<file path="src/rtl/knob_table_pkg.sv">
// knob_table_pkg: op codes, FSM states and response flags shared by knob_table.
// The scan states exist only when KNOB_TABLE_ITER_EN is defined.
package knob_table_pkg;

   typedef enum logic [2:0] {
      OP_GET    = 3'd0,
      OP_SET    = 3'd1,
      OP_EXISTS = 3'd2,
      OP_ITER   = 3'd3,
      OP_DEL    = 3'd4
   } op_e;

   typedef enum logic [2:0] {
      ST_IDLE,
      ST_LOOKUP,
      ST_RESP
`ifdef KNOB_TABLE_ITER_EN
      ,
      ST_SCAN,
      ST_SCAN_RESP
`endif
   } state_e;

   typedef struct packed {
      logic hit;
      logic last;
   } rsp_flags_t;

   localparam rsp_flags_t RSP_MISS_LAST = '{hit: 1'b0, last: 1'b1};
   localparam rsp_flags_t RSP_HIT_LAST  = '{hit: 1'b1, last: 1'b1};

endpackage

</file>
<file path="src/rtl/knob_table_match.sv">
// knob_match: per-entry masked key compare plus lowest-index match and free-slot encoders.
module knob_match #(
   parameter int NUM_KNOBS = 16,
   parameter int KEY_W     = 16,
   parameter int IDX_W     = $clog2(NUM_KNOBS)
) (
   input  logic [NUM_KNOBS-1:0]            valid,
   input  logic [NUM_KNOBS-1:0][KEY_W-1:0] keys,
   input  logic [KEY_W-1:0]                key,
   input  logic [KEY_W-1:0]                mask,
   output logic [NUM_KNOBS-1:0]            match_vec,
   output logic                            hit,
   output logic [IDX_W-1:0]                hit_idx,
   output logic                            free_any,
   output logic [IDX_W-1:0]                free_idx
);

   always_comb begin
      for (int unsigned i = 0; i < NUM_KNOBS; i++) begin
         match_vec[i] = valid[i] && ((keys[i] & mask) == (key & mask));
      end
   end

   // First set bit wins in both encoders, giving lowest-index priority.
   always_comb begin
      hit      = 1'b0;
      hit_idx  = '0;
      free_any = 1'b0;
      free_idx = '0;
      for (int unsigned i = 0; i < NUM_KNOBS; i++) begin
         if (match_vec[i] && !hit) begin
            hit     = 1'b1;
            hit_idx = IDX_W'(i);
         end
         if (!valid[i] && !free_any) begin
            free_any = 1'b1;
            free_idx = IDX_W'(i);
         end
      end
   end

endmodule

</file>
<file path="src/rtl/knob_table.sv">
// Keyed value store with GET/SET/EXISTS/DEL and a request/response handshake.
// The masked ITER scan is optional; when it is not built, ITER is an illegal op.
module knob_table
   import knob_table_pkg::*;
#(
   parameter int NUM_KNOBS = 16,
   parameter int KEY_W     = 16,
   parameter int VAL_W     = 64
) (
   input  logic                           clk,
   input  logic                           rst,
   input  logic                           req_valid,
   output logic                           req_ready,
   input  logic [2:0]                     req_op,
   input  logic [KEY_W-1:0]               req_key,
   input  logic [KEY_W-1:0]               req_mask,
   input  logic [VAL_W-1:0]               req_wdata,
   output logic                           rsp_valid,
   input  logic                           rsp_ready,
   output logic                           rsp_hit,
   output logic [VAL_W-1:0]               rsp_data,
   output logic [KEY_W-1:0]               rsp_key,
   output logic                           rsp_last,
   output logic [$clog2(NUM_KNOBS+1)-1:0] count,
   output logic                           full
);

   localparam int CNT_W = $clog2(NUM_KNOBS+1);
   localparam int IDX_W = $clog2(NUM_KNOBS);

   state_e                          state_q, state_d;
   logic                            alive_q, alive_d;
   logic [2:0]                      req_op_q, req_op_d;
   logic [KEY_W-1:0]                req_key_q, req_key_d;
   logic [VAL_W-1:0]                req_wdata_q, req_wdata_d;
   logic [NUM_KNOBS-1:0]            tbl_vld_q, tbl_vld_d;
   logic [NUM_KNOBS-1:0][KEY_W-1:0] tbl_key_q, tbl_key_d;
   logic [NUM_KNOBS-1:0][VAL_W-1:0] tbl_val_q, tbl_val_d;
   logic [CNT_W-1:0]                count_q, count_d;
   rsp_flags_t                      rsp_flg_q, rsp_flg_d;
   logic [VAL_W-1:0]                rsp_data_q, rsp_data_d;
   logic [KEY_W-1:0]                rsp_key_q, rsp_key_d;

   logic [KEY_W-1:0]                cmp_mask;
   logic [NUM_KNOBS-1:0]            match_vec;
   logic                            m_hit;
   logic [IDX_W-1:0]                m_hit_idx;
   logic                            m_free_any;
   logic [IDX_W-1:0]                m_free_idx;
   logic                            full_w;

`ifdef KNOB_TABLE_ITER_EN
   localparam logic [IDX_W-1:0] LAST_IDX = IDX_W'(NUM_KNOBS-1);

   logic [KEY_W-1:0] req_mask_q, req_mask_d;
   logic [IDX_W-1:0] scan_idx_q, scan_idx_d;
   logic             more_above;

   assign cmp_mask = (req_op_q == OP_ITER) ? req_mask_q : '1;

   // A match is the final one when nothing above the scan pointer matches.
   always_comb begin
      more_above = 1'b0;
      for (int unsigned i = 0; i < NUM_KNOBS; i++) begin
         if ((i > 32'(scan_idx_q)) && match_vec[i]) more_above = 1'b1;
      end
   end
`else
   logic unused_iter;

   assign cmp_mask    = '1;
   assign unused_iter = ^{req_mask, match_vec, m_free_any};
`endif

   knob_match #(
      .NUM_KNOBS (NUM_KNOBS),
      .KEY_W     (KEY_W),
      .IDX_W     (IDX_W)
   ) u_match (
      .valid     (tbl_vld_q),
      .keys      (tbl_key_q),
      .key       (req_key_q),
      .mask      (cmp_mask),
      .match_vec (match_vec),
      .hit       (m_hit),
      .hit_idx   (m_hit_idx),
      .free_any  (m_free_any),
      .free_idx  (m_free_idx)
   );

   assign full_w    = (count_q == CNT_W'(NUM_KNOBS));
   assign full      = full_w;
   assign count     = count_q;
   assign req_ready = alive_q && (state_q == ST_IDLE);
   assign rsp_hit   = rsp_flg_q.hit;
   assign rsp_last  = rsp_flg_q.last;
   assign rsp_data  = rsp_data_q;
   assign rsp_key   = rsp_key_q;
`ifdef KNOB_TABLE_ITER_EN
   assign rsp_valid = (state_q == ST_RESP) || (state_q == ST_SCAN_RESP);
`else
   assign rsp_valid = (state_q == ST_RESP);
`endif

   always_comb begin
      state_d     = state_q;
      alive_d     = 1'b1;
      req_op_d    = req_op_q;
      req_key_d   = req_key_q;
      req_wdata_d = req_wdata_q;
      tbl_vld_d   = tbl_vld_q;
      tbl_key_d   = tbl_key_q;
      tbl_val_d   = tbl_val_q;
      count_d     = count_q;
      rsp_flg_d   = rsp_flg_q;
      rsp_data_d  = rsp_data_q;
      rsp_key_d   = rsp_key_q;
`ifdef KNOB_TABLE_ITER_EN
      req_mask_d  = req_mask_q;
      scan_idx_d  = scan_idx_q;
`endif

      unique case (state_q)
         ST_IDLE: begin
            if (req_valid && req_ready) begin
               req_op_d    = req_op;
               req_key_d   = req_key;
               req_wdata_d = req_wdata;
`ifdef KNOB_TABLE_ITER_EN
               req_mask_d  = req_mask;
`endif
               state_d     = ST_LOOKUP;
            end
         end

         ST_LOOKUP: begin
            state_d    = ST_RESP;
            rsp_flg_d  = RSP_MISS_LAST;
            rsp_data_d = '0;
            rsp_key_d  = req_key_q;
            case (req_op_q)
               OP_GET: begin
                  rsp_flg_d.hit = m_hit;
                  rsp_data_d    = m_hit ? tbl_val_q[m_hit_idx] : req_wdata_q;
               end
               OP_SET: begin
                  if (m_hit) begin
                     tbl_val_d[m_hit_idx] = req_wdata_q;
                     rsp_flg_d            = RSP_HIT_LAST;
                  end else if (!full_w) begin
                     tbl_vld_d[m_free_idx] = 1'b1;
                     tbl_key_d[m_free_idx] = req_key_q;
                     tbl_val_d[m_free_idx] = req_wdata_q;
                     count_d               = count_q + CNT_W'(1);
                     rsp_flg_d             = RSP_HIT_LAST;
                  end
               end
               OP_EXISTS: rsp_flg_d.hit = m_hit;
               OP_DEL: begin
                  if (m_hit) begin
                     tbl_vld_d[m_hit_idx] = 1'b0;
                     count_d              = count_q - CNT_W'(1);
                     rsp_flg_d            = RSP_HIT_LAST;
                  end
               end
`ifdef KNOB_TABLE_ITER_EN
               OP_ITER: begin
                  state_d    = ST_SCAN;
                  scan_idx_d = '0;
               end
`endif
               default: ;
            endcase
         end

         ST_RESP: begin
            if (rsp_ready) state_d = ST_IDLE;
         end

`ifdef KNOB_TABLE_ITER_EN
         ST_SCAN: begin
            if (match_vec[scan_idx_q]) begin
               state_d        = ST_SCAN_RESP;
               rsp_flg_d.hit  = 1'b1;
               rsp_flg_d.last = !more_above;
               rsp_data_d     = tbl_val_q[scan_idx_q];
               rsp_key_d      = tbl_key_q[scan_idx_q];
            end else if (scan_idx_q == LAST_IDX) begin
               // Reaching the end without a match means the scan found nothing.
               state_d    = ST_SCAN_RESP;
               rsp_flg_d  = RSP_MISS_LAST;
               rsp_data_d = '0;
               rsp_key_d  = req_key_q;
            end else begin
               scan_idx_d = scan_idx_q + IDX_W'(1);
            end
         end

         ST_SCAN_RESP: begin
            if (rsp_ready) begin
               if (rsp_flg_q.last) begin
                  state_d = ST_IDLE;
               end else begin
                  state_d    = ST_SCAN;
                  scan_idx_d = scan_idx_q + IDX_W'(1);
               end
            end
         end
`endif

         default: state_d = ST_IDLE;
      endcase
   end

   always_ff @(posedge clk or posedge rst) begin
      if (rst) begin
         state_q     <= ST_IDLE;
         alive_q     <= 1'b0;
         req_op_q    <= '0;
         req_key_q   <= '0;
         req_wdata_q <= '0;
         tbl_vld_q   <= '0;
         tbl_key_q   <= '0;
         tbl_val_q   <= '0;
         count_q     <= '0;
         rsp_flg_q   <= '0;
         rsp_data_q  <= '0;
         rsp_key_q   <= '0;
`ifdef KNOB_TABLE_ITER_EN
         req_mask_q  <= '0;
         scan_idx_q  <= '0;
`endif
      end else begin
         state_q     <= state_d;
         alive_q     <= alive_d;
         req_op_q    <= req_op_d;
         req_key_q   <= req_key_d;
         req_wdata_q <= req_wdata_d;
         tbl_vld_q   <= tbl_vld_d;
         tbl_key_q   <= tbl_key_d;
         tbl_val_q   <= tbl_val_d;
         count_q     <= count_d;
         rsp_flg_q   <= rsp_flg_d;
         rsp_data_q  <= rsp_data_d;
         rsp_key_q   <= rsp_key_d;
`ifdef KNOB_TABLE_ITER_EN
         req_mask_q  <= req_mask_d;
         scan_idx_q  <= scan_idx_d;
`endif
      end
   end

endmodule

</file>
<file path="config.mk">
export PLATFORM = sky130hd
export DESIGN_NAME = knob_table
export DESIGN_NICKNAME = d
export VERILOG_FILES = /design/src/rtl/knob_table_pkg.sv /design/src/rtl/knob_table_match.sv /design/src/rtl/knob_table.sv
export SDC_FILE = /design/constraint.sdc
export NUM_CORES = 2
export LEC_CHECK = 0
export ABC_CLOCK_PERIOD_IN_PS = 48900
export CAP_MARGIN = 10
export CORE_MARGIN = 3
export CORE_UTILIZATION = 25
export CTS_CLUSTER_DIAMETER = 40
export DETAILED_ROUTE_END_ITERATION = 8
export PLACE_DENSITY = 0.44
export SYNTH_ARGS = -nofsm -noshare
export SYNTH_HDL_FRONTEND = slang
export SYNTH_HIERARCHICAL = 1
export SYNTH_SLANG_ARGS = --single-unit
</file>
<file path="constraint.sdc">
create_clock -name clk -period 48.9 [get_ports clk]
set_clock_uncertainty 0.2 [all_clocks]
set_input_delay 9.78 -clock clk [delete_from_list [all_inputs] [get_ports clk]]
set_output_delay 9.78 -clock clk [all_outputs]
set_load 0.03 [all_outputs]
</file>
==> impl_results.md <==
* Hold path startpoint: rsp_last$_DFFE_PP0N_
* Hold EP: rsp_last$_DFFE_PP0N_
* DRT antenna net count at 0
* Initial antenna violation count at 7
* CTS Hold Bufs at 0
* Effective utilization at floorplan at roughly 25%
* Routed via count at roughly 43000
* Status: complete, no violations
* Total Die Area at approximately 0.28 mm²
* Worst setup margin at ~34 ns
* Area of the multi-input gates at 0.0298 mm²
* RSZ-0062 raised after global routing: false
* Post-synthesis area per instance at 13.5 µm²
* First-pass GRT wire length at roughly 310000 µm
* Tightest Pin Transition at roughly 1.2 ns
* WL final at roughly 210000 µm
* Setup_tns at 0 ns
* Clock tree buffer depth at 4
* Via-to-Cell Ratio at about 4.7
* CTS Root Cell: clkbuf_16
* Post-CTS Setup Inserts at 0
* Cell mode on critical path: buf_4
* Largest net degree at the start of global routing at 167
* Die height at around 530 µm
* Core Rows at ~190
* Post_cts resized at 0
* Worst-path fanout max at 166
* Remaining Overflow, GRT at 0
* Die Wd at ~530 µm
* Setup WS pre-CTS at about 32 ns
* Ys Warns at 6
* CTS H-tree lvls at 5
* 1st-iter DRT viols at about 2400
* Gate Count Post-Synth at just over 5000
* Final Hold Vio Count at 0
* Worst r2r src: req_key_q[13]$_DFFE_PP0P_
* PortBufs at 176
* Delay-heaviest family, CP: buffers and inverters
* Final-report setup violation count at 0
* GRT Overall Usage at between 10 and 15%
* Core Area at between 0.2 and 0.3 mm²
* Pwr Density at between 40 and 50 mW/mm²
* Worst vdd ir at approximately 28 µV
* Critical path buffers and inverters at 9
* Skew-Pair Late Insertion Delay at between 0.8 and 0.9 ns
* R2R setup slack at 40.35 ns
* Worst Path Required at a little under 50 ns
* Crit path largest cell delay at roughly 0.86 ns
* Hold Crit Class: flip-flop to flip-flop
* DRC at 0
* Final net count at about 5400
* # IOs at ~190
* CP arrival at 15.97 ns
* Worst reg-to-reg path cell count at 16
* Max Slew Vio Count at 0
* Syn-to-layout area delta at 23.2%
* Filler Cells Inserted at between 20000 and 30000
* Period minus WS final at between 15 and 20 ns
* Wirelength per Cell at ~23 µm
* Slowest cell on crit path: buf_4
* Worst setup EP type: async pin
* Synthesized area at a little under 0.07 mm²
* Gpl congestion at just over 0.7
* Kind of start point of the critical path: primary input
* Maxcap violations at 0
* FF-to-FF End: rsp_data[39]$_DFFE_PP0N_
* CTS Sinks at between 1000 and 1500
* Proportion of layout cells with a drive suffix above 1 at between 30% and 40%
* Hold Path Depth at 1
* Crit Path Class: primary input to async pin
* Clk slew on worst S/H paths at roughly 0.050 ns
* TritonCTS clock tree: built
* DR pass1 iterations at 7
* Crit path cell chain: clkdlybuf4s50_1 > clkinvlp_4 > buf_4 > buf_4 > buf_4 > buf_4 > buf_4 > buf_4 > buf_12
* Fmax at roughly 0.065 GHz
* Detail Placement HPWL at 117000 µm
* FF/Latch Area at between 0.03 and 0.04 mm²
* Period utilization at 31.4%
* Num CTS Buffers at approximately 300
* Leak at approximately 38 nW
* Vias in the first global route at ~46000
* Rel. slew slack at between 20% and 30%
-- worst max-delay path by stage --
stage | from | endpoint | slack, ns | depth (start not counted)
floorplan | rst | alive_q$_DFF_PP0_ | 18.58 | 1
global placement | rst | req_wdata_q[28]$_DFFE_PP0P_ | 32.42 | 9
detailed placement | rst | req_wdata_q[28]$_DFFE_PP0P_ | 32.30 | 9
CTS | rst | tbl_val_q[415]$_DFFE_PP0P_ | 33.25 | 9
global route | rst | req_wdata_q[31]$_DFFE_PP0P_ | 32.54 | 9
finish | rst | tbl_val_q[353]$_DFFE_PP0P_ | 33.57 | 9
-- sequential cells by signal, summed over array words and instances (netlist names) --
register and cells:
tbl_val_q 1024, tbl_key_q 256, req_wdata_q 64, rsp_data 64, req_key_q 16, rsp_key 16, tbl_vld_q 16, count 5
req_op_q 3, state_q 2, alive_q 1, rsp_hit 1, rsp_last 1
-- layout by cell type (no fill, tap or decap), types with 31 or more instances in the layout --
cell type,n
nand2_1,174
o221ai_1,66
dfrtp_1,1469
mux2_2,1351
clkbuf_16,307
o21ai_0,140
a22oi_1,161
clkdlybuf4s50_1,176
mux4_2,64
nor2_1,82
inv_1,73
mux2i_1,384
o22ai_1,66
xor2_1,243
nand4_1,35
clkinv_2,54
bufinv_16,41
clkbuf_8,50
nor3_1,69
a221oi_1,64
clkbuf_1,31
clkinvlp_4,33
buf_4,103
-- metrics by stage --
stage / area (µm²) / utilization, % / power (W) / cells / hold slack, ns
6_report: 84900 / 31.0 / 0.00413 / 9208 / 0.272
3_5_place_dp: 74100 / 27.0 / 0.00200 / 8654 / 0.271
4_1_cts: 84900 / 31.0 / 0.00420 / 9203 / 0.284
3_3_place_gp: 74100 / 27.0 / 0.00199 / 8654 / 0.265
5_1_grt: 84900 / 31.0 / 0.00432 / 9206 / 0.294
2_1_floorplan: 69000 / - / 0.00179 / 5114 / 0.259
-- layer usage --
layer	up-vias	track usage, %	wire (µm)
li1	19000	-	-
met1	23000	20.1	97400
met5	-	0	0
met3	362	2.12	8140
met2	832	23.8	97300
met4	0	4.94	6620
-- power breakdown --
| part | total (W) | internal [W] | switching (W) |
|---|---|---|---|
| Combinational | 0.000512 | 0.000220 | 0.000292 |
| Sequential | 0.00147 | 0.00132 | 0.000147 |
| Clock | 0.00215 | 0.00145 | 0.000708 |
-- final cells by class --
| type | instances | area share (%) |
|---|---|---|
| Sequential cell | 1469 | 43.3 |
| Inverter | 74 | 0.332 |
| Timing Repair Buffer | 284 | 3.10 |
| Multi-Input combinational cell | 3141 | 35.1 |
| Tap cell | 3686 | 5.43 |
| Clock buffer | 388 | 10.0 |
| Clock inverter | 161 | 2.68 |
| Antenna cell | 5 | 0.0147 |
Power figures use the tool's default switching activity.
